==> config.mk <==
export PLATFORM = sky130hd
export DESIGN_NAME = l1a_event_tagger_flat
export DESIGN_NICKNAME = d
export VERILOG_FILES = /design/src/rtl/l1a_event_tagger_if.sv /design/src/rtl/l1a_event_tagger.sv /design/src/flat_wrapper.sv
export SDC_FILE = /design/constraint.sdc
export NUM_CORES = 1
export LEC_CHECK = 0
export ABC_AREA = 1
export BUFFER_PORTS_ARGS = -buffer_cell sky130_fd_sc_hd__buf_4
export CORE_MARGIN = 2
export CORE_UTILIZATION = 50
export CTS_BUF_LIST = sky130_fd_sc_hd__clkbuf_4 sky130_fd_sc_hd__clkbuf_8
export DETAILED_ROUTE_END_ITERATION = 12
export GPL_TIMING_DRIVEN = 0
export MAX_ROUTING_LAYER = met4
export PLACE_DENSITY = 0.67
export SKIP_LAST_GASP = 1
export SYNTH_ARGS = -nofsm -noshare
export SYNTH_HDL_FRONTEND = slang
export SYNTH_SLANG_ARGS = --single-unit
export TNS_END_PERCENT = 100
==> constraint.sdc <==
create_clock -name clk -period 5.2 [get_ports clk]
set_input_delay 0.26 -clock clk [delete_from_list [all_inputs] [get_ports clk]]
set_output_delay 0.26 -clock clk [all_outputs]
set_load 0.005 [all_outputs]
==> src/rtl/l1a_event_tagger_if.sv <==
// Readout handshake between the tag buffer and its consumer.
// Show-ahead: the head tag is valid whenever outValid is high and is
// removed on a clock where rdEn and outValid are both high.
interface l1a_event_tagger_if #(
    parameter int BCID_WIDTH  = 12,
    parameter int L1CNT_WIDTH = 8
);
    logic                   rdEn;
    logic                   outValid;
    logic [1:0]             outType;
    logic [L1CNT_WIDTH-1:0] outL1Count;
    logic [BCID_WIDTH-1:0]  outBCID;

    modport master (
        input  rdEn,
        output outValid, outType, outL1Count, outBCID
    );

    modport slave (
        output rdEn,
        input  outValid, outType, outL1Count, outBCID
    );
endinterface

==> src/rtl/l1a_event_tagger.sv <==
// L1A source selection (external / periodic / pseudo-random), wrapping BCID
// counter, L1 counter and a small tag FIFO drained through a show-ahead
// valid/read handshake.
module l1a_event_tagger #(
    parameter int BCID_WIDTH   = 12,
    parameter int BCID_MAX     = 3563,
    parameter int L1CNT_WIDTH  = 8,
    parameter int ADDRWIDTH    = 3,
    parameter int PERIOD_WIDTH = 12,
    parameter int RAND_BITS    = 6
) (
    input  logic                    clk,
    input  logic                    reset,
    input  logic                    dis,
    input  logic [1:0]              l1aConf,
    input  logic [PERIOD_WIDTH-1:0] period,
    input  logic                    inL1A,
    input  logic                    BCIDRst,
    input  logic [BCID_WIDTH-1:0]   BCIDoffset,
    input  logic                    L1A_Rst,
    output logic                    actualL1A,
    output logic [BCID_WIDTH-1:0]   curBCID,
    output logic                    fifoFull,
    output logic                    fifoHalfFull,
    output logic                    overflow,
    output logic [7:0]              overflowCount,
    l1a_event_tagger_if.master      rd_if
);
    localparam int DEPTH = 1 << ADDRWIDTH;
    localparam int TAG_W = 2 + L1CNT_WIDTH + BCID_WIDTH;
    localparam logic [BCID_WIDTH-1:0] BCID_LAST = BCID_WIDTH'(BCID_MAX);
    localparam logic [ADDRWIDTH:0]    OCC_FULL  = (ADDRWIDTH+1)'(DEPTH);
    localparam logic [ADDRWIDTH:0]    OCC_HALF  = (ADDRWIDTH+1)'(DEPTH / 2);
    localparam logic [15:0]           LFSR_SEED = 16'hACE1;

    logic [15:0]             lfsr_q, lfsr_d;
    logic [PERIOD_WIDTH-1:0] pcnt_q, pcnt_d;
    logic [BCID_WIDTH-1:0]   bcid_q, bcid_d;
    logic [L1CNT_WIDTH-1:0]  l1cnt_q, l1cnt_d;
    logic [ADDRWIDTH-1:0]    wr_ptr_q, wr_ptr_d, rd_ptr_q, rd_ptr_d;
    logic [ADDRWIDTH:0]      occ_q, occ_d;
    logic                    valid_q, valid_d, full_q, full_d, half_q, half_d;
    logic                    ovf_q, ovf_d;
    logic [7:0]              ovf_cnt_q, ovf_cnt_d;
    logic [TAG_W-1:0]        mem_q [DEPTH];

    logic                    mode_ext_s, mode_per_s, mode_rnd_s;
    logic                    per_pulse_s, rnd_pulse_s, src_pulse_s;
    logic [PERIOD_WIDTH-1:0] period_last_s;
    logic [1:0]              tag_type_s;
    logic                    occ_full_s, rd_en_s, wr_en_s, drop_s;

    assign mode_ext_s    = ~l1aConf[1];
    assign mode_per_s    = (l1aConf == 2'b10);
    assign mode_rnd_s    = (l1aConf == 2'b11);
    assign period_last_s = period - PERIOD_WIDTH'(1);
    assign per_pulse_s   = mode_per_s & (period != {PERIOD_WIDTH{1'b0}}) & (pcnt_q == period_last_s);
    assign rnd_pulse_s   = mode_rnd_s & (lfsr_q[RAND_BITS-1:0] == {RAND_BITS{1'b0}});

    // Mode-selected L1A pulse and the tag type recorded with it.
    always_comb begin
        src_pulse_s = 1'b0;
        tag_type_s  = 2'b00;
        case (l1aConf)
            2'b00, 2'b01: begin src_pulse_s = inL1A;       tag_type_s = 2'b00; end
            2'b10:        begin src_pulse_s = per_pulse_s; tag_type_s = 2'b10; end
            2'b11:        begin src_pulse_s = rnd_pulse_s; tag_type_s = 2'b01; end
            default:      begin src_pulse_s = 1'b0;        tag_type_s = 2'b00; end
        endcase
    end

    assign actualL1A = ~dis & src_pulse_s;

    // FIFO handshake decode: a pop needs data; a write when full only lands if a pop frees the slot.
    assign occ_full_s = (occ_q == OCC_FULL);
    assign rd_en_s    = rd_if.rdEn & (occ_q != {(ADDRWIDTH+1){1'b0}});
    assign wr_en_s    = actualL1A & (~occ_full_s | rd_en_s);
    assign drop_s     = actualL1A & occ_full_s & ~rd_en_s;

    // Next-state for generators, counters, FIFO bookkeeping and overflow tracking.
    always_comb begin
        lfsr_d = {lfsr_q[14:0], lfsr_q[15] ^ lfsr_q[13] ^ lfsr_q[12] ^ lfsr_q[10]};

        // The period counter only runs in periodic mode, so any mode change restarts it from 0.
        if (dis || !mode_per_s || (period == {PERIOD_WIDTH{1'b0}})) begin
            pcnt_d = {PERIOD_WIDTH{1'b0}};
        end else if (pcnt_q >= period_last_s) begin
            pcnt_d = {PERIOD_WIDTH{1'b0}};
        end else begin
            pcnt_d = pcnt_q + PERIOD_WIDTH'(1);
        end

        if (dis) begin
            bcid_d = bcid_q;
        end else if (mode_ext_s && BCIDRst) begin
            bcid_d = (BCIDoffset > BCID_LAST) ? {BCID_WIDTH{1'b0}} : BCIDoffset;
        end else if (bcid_q >= BCID_LAST) begin
            bcid_d = {BCID_WIDTH{1'b0}};
        end else begin
            bcid_d = bcid_q + BCID_WIDTH'(1);
        end

        if (L1A_Rst) begin
            l1cnt_d = {L1CNT_WIDTH{1'b0}};
        end else if (actualL1A) begin
            l1cnt_d = l1cnt_q + L1CNT_WIDTH'(1);
        end else begin
            l1cnt_d = l1cnt_q;
        end

        if (dis) begin
            wr_ptr_d = {ADDRWIDTH{1'b0}};
            rd_ptr_d = {ADDRWIDTH{1'b0}};
            occ_d    = {(ADDRWIDTH+1){1'b0}};
        end else begin
            wr_ptr_d = wr_en_s ? (wr_ptr_q + ADDRWIDTH'(1)) : wr_ptr_q;
            rd_ptr_d = rd_en_s ? (rd_ptr_q + ADDRWIDTH'(1)) : rd_ptr_q;
            occ_d    = occ_q + (ADDRWIDTH+1)'(wr_en_s) - (ADDRWIDTH+1)'(rd_en_s);
        end

        // A drop in the same cycle as L1A_Rst survives the clear as a single count.
        if (L1A_Rst) begin
            ovf_d     = drop_s;
            ovf_cnt_d = drop_s ? 8'd1 : 8'd0;
        end else if (drop_s) begin
            ovf_d     = 1'b1;
            ovf_cnt_d = (ovf_cnt_q == 8'hFF) ? ovf_cnt_q : (ovf_cnt_q + 8'd1);
        end else begin
            ovf_d     = ovf_q;
            ovf_cnt_d = ovf_cnt_q;
        end

        valid_d = (occ_d != {(ADDRWIDTH+1){1'b0}});
        full_d  = (occ_d == OCC_FULL);
        half_d  = (occ_d >= OCC_HALF);
    end

    // State registers.
    always_ff @(posedge clk or negedge reset) begin
        if (!reset) begin
            lfsr_q    <= LFSR_SEED;
            pcnt_q    <= {PERIOD_WIDTH{1'b0}};
            bcid_q    <= {BCID_WIDTH{1'b0}};
            l1cnt_q   <= {L1CNT_WIDTH{1'b0}};
            wr_ptr_q  <= {ADDRWIDTH{1'b0}};
            rd_ptr_q  <= {ADDRWIDTH{1'b0}};
            occ_q     <= {(ADDRWIDTH+1){1'b0}};
            valid_q   <= 1'b0;
            full_q    <= 1'b0;
            half_q    <= 1'b0;
            ovf_q     <= 1'b0;
            ovf_cnt_q <= 8'd0;
        end else begin
            lfsr_q    <= lfsr_d;
            pcnt_q    <= pcnt_d;
            bcid_q    <= bcid_d;
            l1cnt_q   <= l1cnt_d;
            wr_ptr_q  <= wr_ptr_d;
            rd_ptr_q  <= rd_ptr_d;
            occ_q     <= occ_d;
            valid_q   <= valid_d;
            full_q    <= full_d;
            half_q    <= half_d;
            ovf_q     <= ovf_d;
            ovf_cnt_q <= ovf_cnt_d;
        end
    end

    // Tag storage: {type, L1 count before increment, BCID before increment}.
    always_ff @(posedge clk or negedge reset) begin
        if (!reset) begin
            for (int i = 0; i < DEPTH; i++) begin
                mem_q[i] <= {TAG_W{1'b0}};
            end
        end else if (wr_en_s && !dis) begin
            mem_q[wr_ptr_q] <= {tag_type_s, l1cnt_q, bcid_q};
        end else begin
            mem_q[wr_ptr_q] <= mem_q[wr_ptr_q];
        end
    end

    assign curBCID          = bcid_q;
    assign fifoFull         = full_q;
    assign fifoHalfFull     = half_q;
    assign overflow         = ovf_q;
    assign overflowCount    = ovf_cnt_q;
    assign rd_if.outValid   = valid_q;
    assign rd_if.outType    = mem_q[rd_ptr_q][TAG_W-1 -: 2];
    assign rd_if.outL1Count = mem_q[rd_ptr_q][BCID_WIDTH +: L1CNT_WIDTH];
    assign rd_if.outBCID    = mem_q[rd_ptr_q][BCID_WIDTH-1:0];
endmodule

==> src/flat_wrapper.sv <==
// flat-port wrapper written by rule: the top's interface ports become plain ports
module l1a_event_tagger_flat 
#(
    parameter int BCID_WIDTH   = 12,
    parameter int BCID_MAX     = 3563,
    parameter int L1CNT_WIDTH  = 8,
    parameter int ADDRWIDTH    = 3,
    parameter int PERIOD_WIDTH = 12,
    parameter int RAND_BITS    = 6
)
  (clk, reset, dis, l1aConf, period, inL1A, BCIDRst, BCIDoffset, L1A_Rst, actualL1A, curBCID, fifoFull, fifoHalfFull, overflow, overflowCount, rd_if_rdEn, rd_if_outValid, rd_if_outType, rd_if_outL1Count, rd_if_outBCID);
  l1a_event_tagger_if #(.BCID_WIDTH(BCID_WIDTH), .L1CNT_WIDTH(L1CNT_WIDTH)) rd_if_i ();
  input  logic clk;
  input  logic reset;
  input  logic dis;
  input  logic [1:0] l1aConf;
  input  logic [PERIOD_WIDTH-1:0] period;
  input  logic inL1A;
  input  logic BCIDRst;
  input  logic [BCID_WIDTH-1:0] BCIDoffset;
  input  logic L1A_Rst;
  output logic actualL1A;
  output logic [BCID_WIDTH-1:0] curBCID;
  output logic fifoFull;
  output logic fifoHalfFull;
  output logic overflow;
  output logic [7:0] overflowCount;
  input wire logic [$bits(rd_if_i.rdEn)-1:0] rd_if_rdEn;
  output wire logic [$bits(rd_if_i.outValid)-1:0] rd_if_outValid;
  output wire logic [$bits(rd_if_i.outType)-1:0] rd_if_outType;
  output wire logic [$bits(rd_if_i.outL1Count)-1:0] rd_if_outL1Count;
  output wire logic [$bits(rd_if_i.outBCID)-1:0] rd_if_outBCID;
  assign rd_if_i.rdEn = rd_if_rdEn;
  assign rd_if_outValid = rd_if_i.outValid;
  assign rd_if_outType = rd_if_i.outType;
  assign rd_if_outL1Count = rd_if_i.outL1Count;
  assign rd_if_outBCID = rd_if_i.outBCID;
  l1a_event_tagger #(.BCID_WIDTH(BCID_WIDTH), .BCID_MAX(BCID_MAX), .L1CNT_WIDTH(L1CNT_WIDTH), .ADDRWIDTH(ADDRWIDTH), .PERIOD_WIDTH(PERIOD_WIDTH), .RAND_BITS(RAND_BITS)) u_core (.clk(clk), .reset(reset), .dis(dis), .l1aConf(l1aConf), .period(period), .inL1A(inL1A), .BCIDRst(BCIDRst), .BCIDoffset(BCIDoffset), .L1A_Rst(L1A_Rst), .actualL1A(actualL1A), .curBCID(curBCID), .fifoFull(fifoFull), .fifoHalfFull(fifoHalfFull), .overflow(overflow), .overflowCount(overflowCount), .rd_if(rd_if_i));
endmodule
After elaboration in Yosys (flattened, before gate mapping)
Index checks and enable logic that the tools add are counted.
{"block": "op_classes", "n_lt_le_gt_ge": 7, "add_sub_neg": 9, "n_eq_ne": 8, "bitwise_logic": 18, "n_mux": 31, "n_reduce_logical": 19}
{"cell": "$bwmux W176", "count": 2}
{"cell": "$mux W176", "count": 1}
{"cell": "$bmux W22 S3", "count": 2}
{"cell": "$mux W22", "count": 5}
{"cell": "$demux W22 S3", "count": 1}
{"cell": "$mux W12", "count": 5}
{"cell": "$mux W8", "count": 5}
{"cell": "$add A12 B1 Y12 const B", "count": 2}
{"cell": "$add A8 B1 Y8 const B", "count": 2}
{"cell": "$eq A12 B12 Y1", "count": 1}
{"cell": "$ge A12 B12 Y1", "count": 1}
{"cell": "$ge A12 B12 Y1 const B", "count": 1}
{"cell": "$gt A12 B12 Y1 const B", "count": 1}
{"cell": "$logic_not A12 Y1", "count": 1}
{"cell": "$mux W3", "count": 4}
{"cell": "$reduce_bool A12 Y1", "count": 1}
{"cell": "$sub A12 B1 Y12 const B", "count": 1}
{"cell": "$and A1 B1 Y1", "count": 8}
{"cell": "$eq A4 B4 Y1 const B", "count": 2}
{"cell": "$eq A8 B8 Y1 const B", "count": 1}
{"cell": "$ge A4 B4 Y1 const B", "count": 2}
{"cell": "$not A3 Y4", "count": 2}
{"cell": "$reduce_bool A2 Y1", "count": 4}
{"cell": "$reduce_bool A4 Y1", "count": 2}
{"cell": "other kinds (22)", "count": 35}
{"block": "totals", "in_bits": 33, "register_bits": 246, "elab_cells": 112, "output_inout_bits": 47}

Logic depth before layout (Yosys ltp)
Gate-level depths: netlist of run 1.
{"block": "logic_depth", "word_depth": 10, "depth_mapped": 26, "ltp_nobuf": 25}

Least setup slack after synthesis of run 1
No wires, ideal clock.
{"block": "synth_timing", "kind": "input -> register", "start": "input period[2]", "end": "register u_core.full_q (netlist: u_core.fifoFull)", "arrival_ns": 3.204, "setup_ns": 0.101, "stages": 23, "path_buffers": 1, "required_ns": 5.099, "path_slack_ns": 1.895, "path_cell_list": "nor2_1 -> nand2_1 -> nor2_1 -> inv_1 -> nor2_1 -> nand3_1 -> nor3_1 -> xnor2_1 -> ha_1 -> nand2_1 -> nor2_1 -> nand2_1 -> nor2_1 -> nand3_1 -> nand2_2 -> nand3_2 -> inv_2 -> buf_2 -> ha_1 -> fa_1 -> inv_1 -> nor2_1 -> nor4_1"}
{"block": "synth_between", "elab_chain_len": 10, "elab_cells_between_ends": 12, "cone_classes": "add/sub (3); eq/ne (2); mux (2); bitwise (4); reduce/logical (1)"}
{"element": "start: declaration", "line": "flat_wrapper.sv:17", "rtl": "input logic [PERIOD_WIDTH-1:0] period;"}
{"element": "$sub A12 B1 Y12 or $reduce_bool A12 Y1 (tied branches)", "line": "l1a_event_tagger.sv:56, l1a_event_tagger.sv:57"}
{"element": "$eq A12 B12 Y1 or $and A1 B1 Y1 (tied branches)", "line": "l1a_event_tagger.sv:57", "rtl": "assign per_pulse_s = mode_per_s & (period != {PERIOD_WIDTH{1'b0}}) & (pcnt_q == period_last_s);"}
{"element": "$and A1 B1 Y1 (*)", "line": "l1a_event_tagger.sv:57"}
{"element": "$pmux W1 S3 (*)", "line": "l1a_event_tagger.sv:64", "rtl": "case (l1aConf)"}
{"element": "$and A1 B1 Y1 (*)", "line": "l1a_event_tagger.sv:72", "rtl": "assign actualL1A = ~dis & src_pulse_s;"}
{"element": "$and A1 B1 Y1 (*)", "line": "l1a_event_tagger.sv:77", "rtl": "assign wr_en_s = actualL1A & (~occ_full_s | rd_en_s);"}
{"element": "$add A4 B1 Y4 (*)", "line": "l1a_event_tagger.sv:118", "rtl": "occ_d = occ_q + (ADDRWIDTH+1)'(wr_en_s) - (ADDRWIDTH+1)'(rd_en_s);"}
{"element": "$sub A4 B1 Y4 (*)", "line": "l1a_event_tagger.sv:118"}
{"element": "$mux W4 (*)", "line": "l1a_event_tagger.sv:111", "rtl": "if (dis) begin"}
{"element": "net u_core.occ_d[1]", "line": "l1a_event_tagger.sv:41", "rtl": "logic [ADDRWIDTH:0] occ_q, occ_d;"}
{"element": "$eq A4 B4 Y1 (*)", "line": "l1a_event_tagger.sv:134", "rtl": "full_d = (occ_d == OCC_FULL);"}
{"element": "net u_core.full_d", "line": "l1a_event_tagger.sv:42", "rtl": "logic valid_q, valid_d, full_q, full_d, half_q, half_d;"}
{"element": "end signal: assignment", "line": "l1a_event_tagger.sv:162", "rtl": "full_q <= full_d;"}
{"element": "end: declaration", "line": "l1a_event_tagger.sv:42"}
Mark *: on every way through the listed nets, which the timed path passes. The rest lies on a longest branch.
A chain may end at the register's enable or synchronous reset.

Worst setup path in the final report of run 1
Ends and elaborated chain as after synthesis.

==> flow_summary.json, run 1 <==
{
  "status": "finished clean",
  "ys.flop_type": "dfrtp_1",
  "crit_path_start_kind": "input pin",
  "drtAntennaViolNets": 0,
  "grt_max_degree": 106,
  "fin_cells": 2529,
  "gp_congestion": 0.9285,
  "fin_nets": 2176,
  "ioPinCount": 80,
  "placed_area_um2": 15270,
  "worst-endpoint-required_ns": 5.65,
  "fin_area_um2": 16370,
  "seqPwrFrac": 0.389,
  "finalHoldViolations": 0,
  "hold_buffers": 6,
  "vias": 14350,
  "worstPathBufferInverterCount": 5,
  "diodes": 0,
  "tns_ns": 0,
  "rows": 61,
  "max_freq_mhz": 268.6,
  "p_int_mw": 4.812,
  "dieArea_um2": 29640,
  "p_total_mw": 7.926,
  "core_um2": 27780,
  "fin_skew_ns": 0.02597,
  "setup_viol": 0,
  "avgViaCountPerCell": 5.675,
  "wl_per_cell_um": 17.64,
  "cts_buffer_depth": 3,
  "crit_top_cell": "nor2_1",
  "gr-total-overflow": 0,
  "grt_usage": 0.3158,
  "post-route-min-period_ns": 3.724,
  "ys_types": 32,
  "path_cells": "buf_4 -> nor2_1 -> nand2_1 -> nor2_1 -> inv_1 -> nor2_1 -> nand3_1 -> nor3_1 -> xnor2_1 -> ha_1 -> nand2_1 -> nor2_1 -> nand2_1 -> nor2_1 -> nand3_1 -> nand2_2 -> nand3_2 -> inv_2 -> buf_2 -> ha_1 -> fa_1 -> inv_1 -> nor2_1 -> nor4_1",
  "async_flop_share": 1.000,
  "place_hpwl_um": 32630,
  "netlist_instances": 1982,
  "start_util": 0.5089,
  "post_cts_resized": 0,
  "crit_type": "input pin to flip-flop",
  "cp_slowest_cell": "fa_1",
  "clk_pin_slew_ns": 0.06,
  "first_pass_iters": 5,
  "numPortBuffers": 79,
  "drive_gt1_frac": 0.1074,
  "synthesis.area_um2": 14140,
  "final_cell_mix": "nand2_1, nor2_1, nand3_1, dfrtp_1, o21ai_0",
  "cts_root_buf": "clkbuf_8",
  "cts_made_buffers": 46,
  "ctsHtreeMaxLevel": 2,
  "clock_latency_ns": 0.58,
  "powerDensity_nw_per_um2": 484.2,
  "leakage_nw": 7.348,
  "swShare": 0.3929,
  "grt_pass1_wl_um": 71500,
  "peakVddDrop_mv": 0.2876,
  "die_y_um": 172.2,
  "fin_crit_sh": 0.7161,
  "tightest_slew_ns": 0.8082,
  "rsz0062_at_grt": "false",
  "cts_num_sinks": 246,
  "synth_area_per_cell_um2": 7.133,
  "cp_max_fo": 10,
  "drv_cap": 0,
  "p_sw_mw": 3.114,
  "ys_seq_area_frac": 0.4361,
  "mostFrequentLayoutCell": "nand2_1",
  "max-slew-margin-rel": 0.4612,
  "syn_nets": 2041,
  "ys_seq_elements": 246,
  "fill_cells": 2651,
  "grt_pass1_vias": 13470,
  "syn_to_final_growth_pct": 15.78,
  "p_comb_frac": 0.343,
  "placedCellCount": 2441,
  "postCtsSetupRepairBufs": 0,
  "worstPathArrival_ns": 4.17,
  "die_w_um": 172.2,
  "drcViolationCount": 0,
  "cts_tree": "built",
  "antenna_found_initial": 0,
  "routed_wl_um": 44600,
  "max_stage_delay_ns": 0.44,
  "critical_path.endpoint_type": "flip-flop",
  "clockPowerShare": 0.268,
  "slew_violations": 0,
  "drt_iter0_markers": 1436,
  "min_path_type": "input pin to flip-flop",
  "synth_edf_count": 0,
  "yosys_warnings": 0,
  "path_delay_family": "simple AND/OR/NAND/NOR gates"
}
cell usage after synthesis, drive strengths merged (22+ instances only):
cell,number,area share
a31oi,26,0.012
clkbuf,90,0.024
nand2,451,0.12
inv,54,0.014
nor2,408,0.11
dfrtp,238,0.42
ha,25,0.022
nand3,406,0.14
xor2,28,0.017
o21ai,112,0.040
o22ai,22,0.0097
buf,39,0.019
per-stage QoR:
stage	util	hold slack, ns	worst slack (ns)
after floorplan	-	-0.03559	1.895
after global placement	0.5473	0.3347	1.071
after detailed placement	0.5495	0.3375	0.9358
after CTS	0.5892	0.02824	1.516
after global routing	0.5892	0.06502	1.153
final	0.5892	0.04408	1.476
routing by layer:
| layer | wire length [µm] | part of all wire | vias to the layer above | track usage |
|---|---|---|---|---|
| li1 | - | - | 6795 | - |
| met1 | 19180 | 0.43 | 6840 | 0.4267 |
| met2 | 20660 | 0.46 | 637 | 0.4973 |
| met3 | 3825 | 0.086 | 79 | 0.05219 |
| met4 | 932 | 0.021 | 0 | 0.08330 |
| met5 | 0 | 0 | - | - |
path summary, 6_finish.rpt:
check,startpoint,to,slack (ns),cells after the start
worst min register to register,u_core.lfsr_q[9],u_core.lfsr_q[10],0.35,0
min in group asynchronous,reset,u_core.mem_q[104],0.36,2
worst min-delay path,BCIDoffset[4],u_core.curBCID[4],0.04,5
worst max register to register,u_core.pcnt_q[9],u_core.fifoFull,1.90,15
worst max-delay path,period[2],u_core.fifoFull,1.48,24
max in group asynchronous,reset,u_core.lfsr_q[6],3.58,4
kinds of logic after synthesis:
logic type,Yosys count,synth area share
AO/OA/AOI/OAI,178,0.06805
XOR/XNOR,41,0.02540
adder cells (fa/ha/maj),26,0.02354
buffers and inverters,200,0.06195
flip-flops,246,0.4361
AND/OR/NAND/NOR,1291,0.3850
worst reg2reg max path, stage by stage (launching register included):
cell	delay, ns
dfrtp_1	0.42
ha_1	0.32
nand2_1	0.06
nor2_1	0.13
nand2_1	0.10
nor2_1	0.10
nand3_1	0.08
nand2_2	0.12
nand3_2	0.20
inv_2	0.21
buf_2	0.33
ha_1	0.27
fa_1	0.44
inv_1	0.07
nor2_1	0.05
nor4_1	0.29
state kept, by name, indices dropped and copies added (netlist names), 3 cells and up:
| signal | flops |
|---|---|
| u_core.l1cnt_q | 8 |
| u_core.mem_q | 176 |
| u_core.occ_q | 4 |
| u_core.curBCID | 12 |
| u_core.rd_ptr_q | 3 |
| u_core.overflowCount | 8 |
| u_core.lfsr_q | 16 |
| u_core.wr_ptr_q | 3 |
| u_core.pcnt_q | 12 |
cell type report:
cell class / count / area [µm²] / area share
buffer: 129 / 609.3 / 0.03722
clock buffer: 72 / 909.6 / 0.05557
clock inverter: 10 / 132.6 / 0.008102
inverter: 71 / 266.5 / 0.01628
multi-input combinational: 1536 / 7097 / 0.4335
sequential: 246 / 6166 / 0.3767
tap: 378 / 473.0 / 0.02889
timing repair buffer: 87 / 715.7 / 0.04372
power groups by stage:
stage	registers, mW	logic, mW	clock network (mW)
after floorplan	2.92	1.72	0
after global placement	3.05	2.61	0
after detailed placement	3.08	2.67	0
after CTS	3.06	2.68	2.14
after global routing	3.16	3.00	2.24
final	3.08	2.72	2.12
Power figures use the tool's default switching activity.
==> run 2: changes to the inputs <==
==> constraint.sdc (replaced) <==
create_clock -name clk -period 3.8 [get_ports clk]
set_input_delay 0.19 -clock clk [delete_from_list [all_inputs] [get_ports clk]]
set_output_delay 0.19 -clock clk [all_outputs]
set_load 0.005 [all_outputs]
==> flow_summary.json, run 2 (same netlist as run 1, synthesis figures left out) <==
{
  "wl_per_cell_um": 17.61,
  "first_pass_iters": 6,
  "antenna_found_initial": 0,
  "ioPinCount": 80,
  "rsz0062_at_grt": "false",
  "slew_violations": 0,
  "die_w_um": 172.2,
  "core_um2": 27780,
  "grt_pass1_wl_um": 71710,
  "grt_pass1_vias": 13530,
  "avgViaCountPerCell": 5.656,
  "fin_crit_sh": 0.9137,
  "final_cell_mix": "nand2_1, nor2_1, nand3_1, dfrtp_1, o21ai_0",
  "reg.largest.list": "u_core.mem_q (176), u_core.lfsr_q (16)",
  "crit_type": "flip-flop to output pin",
  "routed_wl_um": 44690,
  "finalHoldViolations": 0,
  "numPortBuffers": 79,
  "drcViolationCount": 0,
  "gp_congestion": 0.9285,
  "mostFrequentLayoutCell": "nand2_1",
  "max-slew-margin-rel": 0.4626,
  "worst-endpoint-required_ns": 3.61,
  "die_y_um": 172.2,
  "diodes": 0,
  "syn_to_final_growth_pct": 16.47,
  "cp_max_fo": 10,
  "max_freq_mhz": 288.0,
  "clk_pin_slew_ns": 0.06,
  "powerDensity_nw_per_um2": 659.3,
  "setup_viol": 0,
  "fin_nets": 2185,
  "fin_skew_ns": 0.02812,
  "grt_max_degree": 106,
  "peakVddDrop_mv": 0.3931,
  "drtAntennaViolNets": 0,
  "utilization": 0.5927,
  "postCtsSetupRepairBufs": 0,
  "dieArea_um2": 29640,
  "placed_area_um2": 15270,
  "min_path_type": "input pin to flip-flop",
  "fill_cells": 2635,
  "regMostFlops": "u_core.mem_q",
  "drt_iter0_markers": 1371,
  "post-route-min-period_ns": 3.472,
  "tightest_slew_ns": 0.8061,
  "fin_cells": 2538,
  "cts_made_buffers": 46,
  "p_total_mw": 10.86,
  "crit_path_start_kind": "flip-flop",
  "worstPathArrival_ns": 3.28,
  "vias": 14360,
  "placedCellCount": 2441,
  "leakage_nw": 7.385,
  "ctsHtreeMaxLevel": 2,
  "rows": 61,
  "largest_reg_flops": 176,
  "drv_cap": 0,
  "place_hpwl_um": 32630,
  "critical_path.endpoint_type": "output pin",
  "cts_root_buf": "clkbuf_8",
  "fin_area_um2": 16470,
  "cts_buffer_depth": 3,
  "status": "finished clean",
  "tns_ns": 0,
  "grt_usage": 0.3167,
  "cts_num_sinks": 246,
  "gr-total-overflow": 0,
  "drive_gt1_frac": 0.1065,
  "start_util": 0.5089,
  "clock_latency_ns": 0.58,
  "cts_tree": "built"
}
==> run 2: cell types whose count changed in the layout (fill, tap and decap cells not counted), sizes merged <==
cell | before | now
buf | 120 | 119
dlygate4sd3 | 6 | 16
==> run 2: stage by stage <==
| stage | hold slack [ns] | setup WS (ns) |
|---|---|---|
| CTS | 0.04590 | 0.1862 |
| floorplan | -0.1056 | 0.5652 |
| finish | 0.06425 | 0.3281 |
| global placement | 0.3347 | -0.2589 |
| global route | 0.07007 | 0.06436 |
| detailed placement | 0.3175 | -0.3942 |
==> run 2: area by class of cell <==
class                   count  area, µm²  share of cell area
multi-input cells        1536       7097              0.4310
flip-flops and latches    246       6166              0.3744
clock buffers              72      909.6             0.05524
repair buffers             97      815.8             0.04954
plain buffers             128      604.3             0.03670
well taps                 378      473.0             0.02872
inverters                  71      269.0             0.01634
clock inverters            10      132.6            0.008054
==> run 2: worst max-delay path, cell delays in order, from the launching register on <==
cell and delay, ns:
dfrtp_1 0.34, clkbuf_1 0.48, clkinv_1 0.47, clkbuf_1 0.43
nor2_1 0.17, o21ai_0 0.21, a31oi_1 0.42, buf_4 0.19
==> run 2: power breakdown <==
group	switching (mW)	leakage (nW)	total (mW)	internal [mW]
Clock	1.18	0.555	2.90	1.73
Combinational	2.34	3.87	3.73	1.39
Sequential	0.751	2.96	4.22	3.47
==> run 2: worst paths after layout <==
kind	start	endpoint	cells after the start	slack [ns]
setup / recovery	u_core.rd_ptr_q[1]	rd_if_outL1Count[0]	7	0.33
hold / removal	BCIDRst	u_core.curBCID[10]	4	0.06
setup reg to reg	u_core.pcnt_q[9]	u_core.fifoFull	14	0.76
hold reg to reg	u_core.lfsr_q[9]	u_core.lfsr_q[10]	0	0.35
max in group asynchronous	reset	u_core.lfsr_q[15]	4	2.25
min in group asynchronous	reset	u_core.mem_q[104]	2	0.30
==> run 2: repair_timing <==
| item | 4_1_cts | 5_1_grt |
|---|---|---|
| hold buffers | 16 | 0 |
| gates resized for setup | 0 | 2 |
| endpoints found under the hold margin | 123 | 0 |
| setup endpoints to repair | 0 | 3 |
==> run 2: per-layer routing <==
layer / GRT usage / part of all wire
met2: 0.5006 / 0.47
met1: 0.4267 / 0.43
met5: - / 0
met4: 0.08330 / 0.020
met3: 0.05219 / 0.083
==> run 3: changes to the inputs <==
--- a/config.mk
+++ b/config.mk
@@ -6,7 +6,7 @@
 export NUM_CORES = 1
 export LEC_CHECK = 0
 export ABC_AREA = 1
-export BUFFER_PORTS_ARGS = -buffer_cell sky130_fd_sc_hd__buf_4
+export BUFFER_PORTS_ARGS = -buffer_cell sky130_fd_sc_hd__buf_2
 export CORE_MARGIN = 2
 export CORE_UTILIZATION = 50
 export CTS_BUF_LIST = sky130_fd_sc_hd__clkbuf_4 sky130_fd_sc_hd__clkbuf_8
==> flow_summary.json, run 3 (same netlist as run 1, synthesis figures left out) <==
{
  "cp_max_fo": 10,
  "clk_pin_slew_ns": 0.06,
  "grt_pass1_wl_um": 72030,
  "mostFrequentLayoutCell": "nand2_1",
  "drcViolationCount": 0,
  "slew_violations": 0,
  "avgViaCountPerCell": 5.626,
  "largest_reg_flops": 176,
  "timing.rr.end": "u_core.rd_if.outValid",
  "post-route-min-period_ns": 3.403,
  "status": "finished clean",
  "path_cells": "clkbuf_1 -> clkinv_1 -> clkbuf_1 -> nor2_1 -> o21ai_0 -> a31oi_1 -> buf_2",
  "cts_num_sinks": 246,
  "grt_pass1_vias": 13930,
  "hold_end": "u_core.curBCID[5]",
  "crit_top_cell": "clkbuf_1",
  "cts_root_buf": "clkbuf_8",
  "core_um2": 27780,
  "placed_area_um2": 15070,
  "p_int_mw": 6.499,
  "utilization": 0.5851,
  "clockPowerShare": 0.273,
  "fin_nets": 2181,
  "cts_made_buffers": 44,
  "seqPwrFrac": 0.392,
  "min_path_type": "input pin to flip-flop",
  "rows": 61,
  "postCtsSetupRepairBufs": 0,
  "grt_usage": 0.3173,
  "p_sw_mw": 4.237,
  "place_hpwl_um": 32270,
  "p_comb_frac": 0.335,
  "first_pass_iters": 6,
  "fin_cells": 2535,
  "rsz0062_at_grt": "false",
  "fill_cells": 2649,
  "critical_path.endpoint_type": "output pin",
  "gr-total-overflow": 0,
  "reg.largest.list": "u_core.mem_q (176), u_core.lfsr_q (16)",
  "reg2reg_depth": 16,
  "clock_latency_ns": 0.58,
  "crit_path_start_kind": "flip-flop",
  "leakage_nw": 7.323,
  "rr_startpoint": "u_core.occ_q[2]",
  "routed_wl_um": 44190,
  "worstPathArrival_ns": 3.21,
  "syn_to_final_growth_pct": 14.96,
  "ctsHtreeMaxLevel": 2,
  "peakVddDrop_mv": 0.4263,
  "gp_congestion": 0.9070,
  "drv_cap": 0,
  "setup_ws_ns": 0.3968,
  "grt_max_degree": 114,
  "crit_type": "flip-flop to output pin",
  "antenna_found_initial": 0,
  "die_y_um": 172.2,
  "worst-endpoint-required_ns": 3.61,
  "setup_viol": 0,
  "fin_area_um2": 16250,
  "numPortBuffers": 79,
  "fin_crit_sh": 0.8956,
  "final_cell_mix": "nand2_1, nor2_1, nand3_1, dfrtp_1, o21ai_0",
  "ff_latch_area_um2": 6166,
  "vias": 14260,
  "powerDensity_nw_per_um2": 660.6,
  "drtAntennaViolNets": 0,
  "ioPinCount": 80,
  "swShare": 0.3947,
  "start_util": 0.5089,
  "die_w_um": 172.2,
  "cp_slowest_cell": "clkinv_1",
  "max_freq_mhz": 293.8,
  "holdCritStartpoint": "BCIDoffset[5]",
  "multi_input_area_um2": 7097,
  "placedCellCount": 2441,
  "tightest_slew_ns": 0.7730,
  "wl_per_cell_um": 17.43,
  "max_stage_delay_ns": 0.45,
  "regMostFlops": "u_core.mem_q",
  "diodes": 0,
  "drt_iter0_markers": 1456,
  "cts_buffer_depth": 3,
  "cts_tree": "built",
  "fin_skew_ns": 0.03539,
  "whs_path_depth": 5,
  "r2r_setup_slack_ns": 0.83,
  "pre_cts_ws_ns": -0.2397,
  "drive_gt1_frac": 0.1062,
  "dieArea_um2": 29640,
  "finalHoldViolations": 0,
  "max-slew-margin-rel": 0.4847
}
[run 3: cell types whose count changed in the layout (fill, tap and decap cells not counted), sizes merged]
cell and delta:
dlygate4sd3 -2, clkbuf -1, clkinv -1, bufinv +1, inv -2, clkinvlp +2
[run 3: how the worst max path moves through the flow]
| stage | endpoint | slack [ns] | startpoint | depth (start not counted) |
|---|---|---|---|---|
| after floorplan | u_core.fifoFull | 0.57 | period[2] | 23 |
| final | rd_if_outL1Count[1] | 0.40 | u_core.rd_ptr_q[1] | 7 |
| after detailed placement | u_core.fifoFull | -0.24 | period[2] | 24 |
| after global placement | u_core.pcnt_q[8] | -2.18 | reset | 1 |
| after global routing | u_core.fifoFull | 0.06 | period[2] | 23 |
| after CTS | u_core.fifoFull | 0.32 | period[2] | 24 |
[run 3: what timing repair did]
action,in CTS,in global routing
hold buffers,14,0
gates resized for setup,0,2
endpoints found under the hold margin,127,0
setup endpoints to repair,0,3
[run 3: worst max-delay path: cells and delay by family, from the launching register on]
family	cells	cell delay, ns
buf+inv	4	1.51
compound gates	2	0.61
flops	1	0.36
simple gates	1	0.18
[run 3: area by class of cell]
cell class	instances	share of cell area
Sequential cell	246	0.3793
Clock buffer	71	0.05473
Tap cell	378	0.02910
Buffer	128	0.03718
Timing Repair Buffer	95	0.03695
Inverter	71	0.01655
Clock inverter	10	0.009545
Multi-Input combinational cell	1536	0.4366
[run 3: stage by stage]
| step | hold WS, ns | setup TNS [ns] | power, mW |
|---|---|---|---|
| finish | 0.02111 | 0 | 10.74 |
| CTS | 0.0007466 | 0 | 10.68 |
| floorplan | -0.1056 | 0 | 6.347 |
| global route | 0.04702 | 0 | 11.41 |
| detailed placement | 0.1239 | -0.6918 | 7.715 |
| global placement | 0.3366 | -517.74 | 7.604 |
[run 3: routing by layer]
metal	routed length, µm	up-vias	GRT usage
met1	19300	6800	0.4272
met4	1017	0	0.09244
li1	-	6803	-
met5	0	-	-
met2	20340	579	0.4983
met3	3533	81	0.05150
[run 3: power groups by stage]
stage / Clock, mW / Combinational, mW / Sequential [mW]
floorplan: 0 / 2.35 / 4.00
CTS: 2.96 / 3.54 / 4.18
detailed placement: 0 / 3.52 / 4.20
global route: 3.07 / 4.01 / 4.32
global placement: 0 / 3.43 / 4.18
finish: 2.93 / 3.60 / 4.21
